$ cat config.mk
export PLATFORM = sky130hd
export DESIGN_NAME = alu_cmd_seq
export DESIGN_NICKNAME = d
export VERILOG_FILES = /design/src/rtl/alu_cmd_seq.sv
export SDC_FILE = /design/constraint.sdc
export NUM_CORES = 1
export LEC_CHECK = 0
export ABC_AREA = 1
export BUFFER_PORTS_ARGS = -buffer_cell sky130_fd_sc_hd__buf_2
export CAP_MARGIN = 10
export CORE_ASPECT_RATIO = 1.2
export CORE_MARGIN = 1
export CORE_UTILIZATION = 50
export CTS_CLUSTER_DIAMETER = 200
export CTS_CLUSTER_SIZE = 8
export DETAILED_ROUTE_END_ITERATION = 8
export PLACE_DENSITY = 0.79
export SLEW_MARGIN = 10
export SYNTH_ARGS = -nofsm -noshare
export SYNTH_HDL_FRONTEND = slang
export SYNTH_SLANG_ARGS = --single-unit
$ cat constraint.sdc
create_clock -name clk -period 1.6 [get_ports clk]
set_clock_uncertainty 0.1 [all_clocks]
set_input_delay 0 -clock clk [delete_from_list [all_inputs] [get_ports clk]]
set_output_delay 0 -clock clk [all_outputs]
set_load 0.03 [all_outputs]
$ cat src/rtl/alu_cmd_seq.sv
// Byte-stream command sequencer in front of an 8-bit ALU: collects opcode/operand
// packets, drives the ALU inputs from registers and captures the result for a consumer.
module alu_cmd_seq #(
    parameter int unsigned DATA_W = 8,
    parameter int unsigned OP_W   = 4,
    parameter int unsigned CNT_W  = 8
) (
    input  logic              clk,
    input  logic              reset_n,
    input  logic [DATA_W-1:0] byte_in,
    input  logic              byte_valid,
    output logic              byte_ready,
    output logic [OP_W-1:0]   op_out,
    output logic [DATA_W-1:0] a_out,
    output logic [DATA_W-1:0] b_out,
    input  logic [DATA_W-1:0] alu_result,
    input  logic              alu_zero_in,
    input  logic              alu_carry_in,
    output logic [DATA_W-1:0] res_data,
    output logic              res_zero,
    output logic              res_carry,
    output logic              res_valid,
    input  logic              res_ready,
    output logic              busy,
    output logic              err_illegal,
    output logic [CNT_W-1:0]  cmd_count
);

    typedef enum logic [2:0] {
        S_IDLE  = 3'd0,
        S_GET_A = 3'd1,
        S_GET_B = 3'd2,
        S_EXEC  = 3'd3,
        S_HOLD  = 3'd4
    } state_t;

    state_t            r_state, w_state_nxt;
    logic [OP_W-1:0]   r_op, w_op_nxt;
    logic [DATA_W-1:0] r_a, w_a_nxt;
    logic [DATA_W-1:0] r_b, w_b_nxt;
    logic [DATA_W-1:0] r_res, w_res_nxt;
    logic              r_zero, w_zero_nxt;
    logic              r_carry, w_carry_nxt;
    logic              r_res_valid, w_res_valid_nxt;
    logic              r_err, w_err_nxt;
    logic [CNT_W-1:0]  r_cnt, w_cnt_nxt;
    logic              r_byte_ready, w_byte_ready_nxt;
    logic              r_busy, w_busy_nxt;
    logic              w_xfer;
    logic [OP_W-1:0]   w_opc;

    function automatic logic f_is_binary(input logic [OP_W-1:0] op);
        return (op == OP_W'(1)) || (op == OP_W'(2)) || (op == OP_W'(5)) ||
               (op == OP_W'(6)) || (op == OP_W'(7));
    endfunction

    function automatic logic f_is_unary(input logic [OP_W-1:0] op);
        return (op == OP_W'(3)) || (op == OP_W'(4)) || (op == OP_W'(8)) ||
               (op == OP_W'(9)) || (op == OP_W'(10)) || (op == OP_W'(11));
    endfunction

    assign w_xfer = byte_valid & r_byte_ready;
    assign w_opc  = byte_in[OP_W-1:0];

    // Next-state and datapath update; ALU outputs are only sampled while in EXEC.
    always_comb begin
        w_state_nxt     = r_state;
        w_op_nxt        = r_op;
        w_a_nxt         = r_a;
        w_b_nxt         = r_b;
        w_res_nxt       = r_res;
        w_zero_nxt      = r_zero;
        w_carry_nxt     = r_carry;
        w_res_valid_nxt = r_res_valid;
        w_err_nxt       = 1'b0;
        w_cnt_nxt       = r_cnt;

        case (r_state)
            S_IDLE: begin
                if (w_xfer) begin
                    if (f_is_binary(w_opc) || f_is_unary(w_opc)) begin
                        w_op_nxt    = w_opc;
                        w_state_nxt = S_GET_A;
                    end else begin
                        w_err_nxt = 1'b1;
                    end
                end
            end
            S_GET_A: begin
                if (w_xfer) begin
                    w_a_nxt = byte_in;
                    if (f_is_unary(r_op)) begin
                        w_b_nxt     = '0;
                        w_state_nxt = S_EXEC;
                    end else begin
                        w_state_nxt = S_GET_B;
                    end
                end
            end
            S_GET_B: begin
                if (w_xfer) begin
                    w_b_nxt     = byte_in;
                    w_state_nxt = S_EXEC;
                end
            end
            S_EXEC: begin
                w_res_nxt       = alu_result;
                w_zero_nxt      = alu_zero_in;
                w_carry_nxt     = alu_carry_in;
                w_res_valid_nxt = 1'b1;
                w_state_nxt     = S_HOLD;
            end
            S_HOLD: begin
                if (res_ready) begin
                    w_res_valid_nxt = 1'b0;
                    w_cnt_nxt       = r_cnt + CNT_W'(1);
                    w_state_nxt     = S_IDLE;
                end
            end
            default: begin
                w_state_nxt = S_IDLE;
            end
        endcase

        w_byte_ready_nxt = (w_state_nxt == S_IDLE) || (w_state_nxt == S_GET_A) ||
                           (w_state_nxt == S_GET_B);
        w_busy_nxt       = (w_state_nxt != S_IDLE);
    end

    always_ff @(posedge clk or negedge reset_n) begin
        if (!reset_n) begin
            r_state      <= S_IDLE;
            r_op         <= '0;
            r_a          <= '0;
            r_b          <= '0;
            r_res        <= '0;
            r_zero       <= 1'b0;
            r_carry      <= 1'b0;
            r_res_valid  <= 1'b0;
            r_err        <= 1'b0;
            r_cnt        <= '0;
            r_byte_ready <= 1'b1;
            r_busy       <= 1'b0;
        end else begin
            r_state      <= w_state_nxt;
            r_op         <= w_op_nxt;
            r_a          <= w_a_nxt;
            r_b          <= w_b_nxt;
            r_res        <= w_res_nxt;
            r_zero       <= w_zero_nxt;
            r_carry      <= w_carry_nxt;
            r_res_valid  <= w_res_valid_nxt;
            r_err        <= w_err_nxt;
            r_cnt        <= w_cnt_nxt;
            r_byte_ready <= w_byte_ready_nxt;
            r_busy       <= w_busy_nxt;
        end
    end

    assign byte_ready  = r_byte_ready;
    assign busy        = r_busy;
    assign op_out      = r_op;
    assign a_out       = r_a;
    assign b_out       = r_b;
    assign res_data    = r_res;
    assign res_zero    = r_zero;
    assign res_carry   = r_carry;
    assign res_valid   = r_res_valid;
    assign err_illegal = r_err;
    assign cmd_count   = r_cnt;

endmodule

==> results.yml <==
detailed_routing:
  drtAntennaViolNets: 0
  drt_first_iter_violations: 78
  detailroute.via_count: 1673
  firstDrtPassIters: 4
  drc: 0
  drt-vias-per-instance: 4.75
  routed_wire_length_per_instance_um: 12.2
  finalWirelength_um: 4310
global_route:
  first_global_vias: 1582
  grt_antenna_before_repair: 0
  global_route.overflow_total: 0
  grt_start_max_net_pins: 25
  grt_first_pass_wirelength_um: 7020
  grt.total_usage_pct: 22.4
worst_setup_path:
  r2r_worst_path_depth: 6
  setup.worst_path.class: "reg -> reg"
  reg2reg_slack_ps: 130
  worstReg2RegEnd: "b_out[3]"
  cp-start-kind: "flip-flop"
  path_max_fanout: 9
  timing.critical_path.arrival_ps: 1610
  worst_setup_path_end_kind: "flip-flop"
  crit_required_ps: 1730
  critical_path.reg2reg.startpoint: "r_state[2]"
run_status:
  status: "finished, final reports clean"
worst_hold_path:
  hold_class: "in -> reg"
  worst_hold_startpoint: "byte_valid"
  hold-path-cell-count: 6
  hold-path-endpoint: "r_state[0]"
synth:
  netlist_top_cells_count: "sky130_fd_sc_hd__nand2_1, sky130_fd_sc_hd__dfrtp_1, sky130_fd_sc_hd__inv_1, sky130_fd_sc_hd__nor2_1, sky130_fd_sc_hd__mux2_4"
  post-synth-top-area-cell: "sky130_fd_sc_hd__dfrtp_1"
  synth-compound-area-share_pct: 2.71
  synth_top_area_share_pct: 55.4
  netlist_area_um2: 1990
  synthSimpleGateAreaFrac_pct: 26.3
  area_share_of_xor_xnor_cells_in_the_synthesized_design_pct: 1.76
  syn_inst: 205
  synth_ff_type: "sky130_fd_sc_hd__dfrtp_1"
  synth.ff_latch_count: 45
  synth_nets: 228
  ys.warnings.count: 0
  synthesis.area_per_instance_um2: 9.69
  synth_enable_flop_cells: 0
  ys_seq_area_share_pct: 56.7
  synth.area.mux_share_pct: 7.18
  cells_taking_the_most_area_after_synthesis: "sky130_fd_sc_hd__dfrtp_1, sky130_fd_sc_hd__nand2_1, sky130_fd_sc_hd__mux2_4, sky130_fd_sc_hd__inv_1, sky130_fd_sc_hd__nor2_1"
  yosys.cell_types.count: 27
  post_synth_arst_share_pct: 100
  synth_top_family_by_area: "simple AND/OR/NAND/NOR gates"
  yosys.cell_count.top_type: "sky130_fd_sc_hd__nand2_1"
  synth_adder_area_share_pct: 0.630
floorplanning:
  floorplan.initialDensity_pct: 53.4
  core.rowCount: 24
  floorplan_die_area_um2: 4230
  die_y_um: 71.1
  num_io_pins: 64
  floorplan.die.width_um: 59.5
  core_um2: 3720
layout:
  stdcell_area_um2: 2710
  antennaDiodeCount: 0
  instances_no_fill: 352
  drive_gt1_share_pct: 34.3
  area_growth_syn_to_layout_pct: 36.3
  numnets_final: 322
sta:
  setup_tns_ps: 0
  whs_ps: 90.7
  timing_hold_violations_final: 0
  drv_slew: 0
  layout_min_cycle_time_ps: 1470
  worst_max_slew_pin_slew_ps: 512
  finalCritPeriodShare_pct: 92.1
  setup_viol: 0
  remaining_max_slew_budget_at_the_tightest_pin_pct: 65.8
  unrepaired_setup_endpoints_after_global_routing: "false"
  clock.fmax_mhz: 679
power:
  ir_worst_vdd_v: 0.00103
  design_power_total_w: 0.00531
  power_leakage_nw: 1.52
  powerDensity_nw_per_um2: 1960
placement:
  placed_cell_area_um2: 2410
  dp.final_hpwl_um: 2900
  numPortBuffers: 63
  place.gp.congestion: 0.797
  post-place-cells: 324
clock_network:
  clock_tree_from_tritoncts: "done"
  clock_sink_count: 45
  htree_levels: 2
  root_buffer: "sky130_fd_sc_hd__clkbuf_8"
  clk_pin_slew_worst_paths_ps: 80
  postCtsSetupBuffers: 0
  cts.path.max_buffers: 2
  worst_skew_pair.late_latency_ps: 290
  numCtsBuffers: 5
run:
  timing.max_cap.violations: 0
registers in the layout (all words and copies together), names as in the netlist, 3 cells and up:
name / cells
r_state: 3
op_out: 4
a_out: 8
cmd_count: 8
res_data: 8
b_out: 8
stage by stage:
| step | util [%] | setup slack (ps) |
|---|---|---|
| finish | 72.7 | 126 |
| global route | 72.7 | 23.4 |
| CTS | 72.4 | 49.4 |
| detailed placement | 64.6 | 77.5 |
| global placement | 64.6 | 98.4 |
| floorplan | - | 30.0 |
cells in the final DEF (no fill, tap or decap):
cell and instances:
sky130_fd_sc_hd__nor2_4 3, sky130_fd_sc_hd__o21ai_1 1, sky130_fd_sc_hd__ha_1 1, sky130_fd_sc_hd__clkbuf_1 2
sky130_fd_sc_hd__nand2_1 78, sky130_fd_sc_hd__a21oi_1 4, sky130_fd_sc_hd__xor2_1 2, sky130_fd_sc_hd__o21ai_0 1
sky130_fd_sc_hd__buf_4 4, sky130_fd_sc_hd__nand2_4 2, sky130_fd_sc_hd__a21oi_4 1, sky130_fd_sc_hd__clkbuf_8 6
sky130_fd_sc_hd__dlygate4sd3_1 20, sky130_fd_sc_hd__nand4_1 2, sky130_fd_sc_hd__inv_2 4, sky130_fd_sc_hd__nor2_2 1
sky130_fd_sc_hd__buf_12 1, sky130_fd_sc_hd__mux2_4 8, sky130_fd_sc_hd__nand3b_1 2, sky130_fd_sc_hd__nand2_2 4
sky130_fd_sc_hd__nor3_1 2, sky130_fd_sc_hd__dfstp_2 1, sky130_fd_sc_hd__nor2_1 11, sky130_fd_sc_hd__nand3_4 2
sky130_fd_sc_hd__inv_1 18, sky130_fd_sc_hd__nand3_2 1, sky130_fd_sc_hd__a21boi_0 1, sky130_fd_sc_hd__dfrtp_1 44
sky130_fd_sc_hd__buf_2 63, sky130_fd_sc_hd__mux2_2 2, sky130_fd_sc_hd__xnor2_1 2, sky130_fd_sc_hd__nand3_1 6
worst max path at each step:
| stage | start | endpoint | slack, ps | cells past startpoint |
|---|---|---|---|---|
| 2_1_floorplan | byte_ready | op_out[0] | 30 | 7 |
| 3_3_place_gp | byte_ready | op_out[0] | 100 | 7 |
| 3_5_place_dp | byte_ready | op_out[3] | 80 | 7 |
| 4_1_cts | byte_ready | op_out[3] | 50 | 7 |
| 5_1_grt | r_state[2] | b_out[3] | 20 | 6 |
| 6_report | r_state[2] | b_out[3] | 130 | 6 |
cell families (layout without fill, tap and decap cells):
logic type | count (synthesis) | in the layout
AO/OA/AOI/OAI | 8 | 8
XOR/XNOR | 4 | 4
adder cells (fa/ha/maj) | 1 | 1
buffers and inverters | 23 | 118
flip-flops | 45 | 45
multiplexers | 10 | 10
AND/OR/NAND/NOR | 114 | 114
cell type report:
type,count,area [µm²]
sequential,45,1130
multi-input combinational,137,778
inverter,22,82.6
tap,52,65.1
timing repair buffer,88,566
fill,303,1010
clock buffer,8,90.1
power by group:
| part | switching (W) | internal (W) | leakage, nW | total (W) |
|---|---|---|---|---|
| Combinational | 0.00179 | 0.000881 | 0.917 | 0.00267 |
| Sequential | 0.000311 | 0.00163 | 0.555 | 0.00194 |
| Clock | 0.000352 | 0.000352 | 0.0455 | 0.000704 |
routing by layer:
metal  up-vias  GRT usage, %  part of all wire [%]  routed length, µm
met5         -             0                     0                  0
met4         0          6.98                   2.0                 85
met3         9          6.40                   5.2                224
met2        57          38.2                    52               2250
met1       788          27.0                    41               1750
li1        819             -                     -                  -
critical path, cell delays in order (launching register included):
cell	delay (ps)
sky130_fd_sc_hd__dfrtp_1	440
sky130_fd_sc_hd__buf_4	180
sky130_fd_sc_hd__nor3_1	250
sky130_fd_sc_hd__nand3_1	170
sky130_fd_sc_hd__nand3_4	140
sky130_fd_sc_hd__nand2_1	80
sky130_fd_sc_hd__nand2_1	70
repair_timing:
action                                 4_1_cts  5_1_grt
resized for setup                            0        4
setup endpoints to repair                    0       11
hold buffers                                20        0
endpoints found under the hold margin       76        0
(Power assumes the default switching activity.)
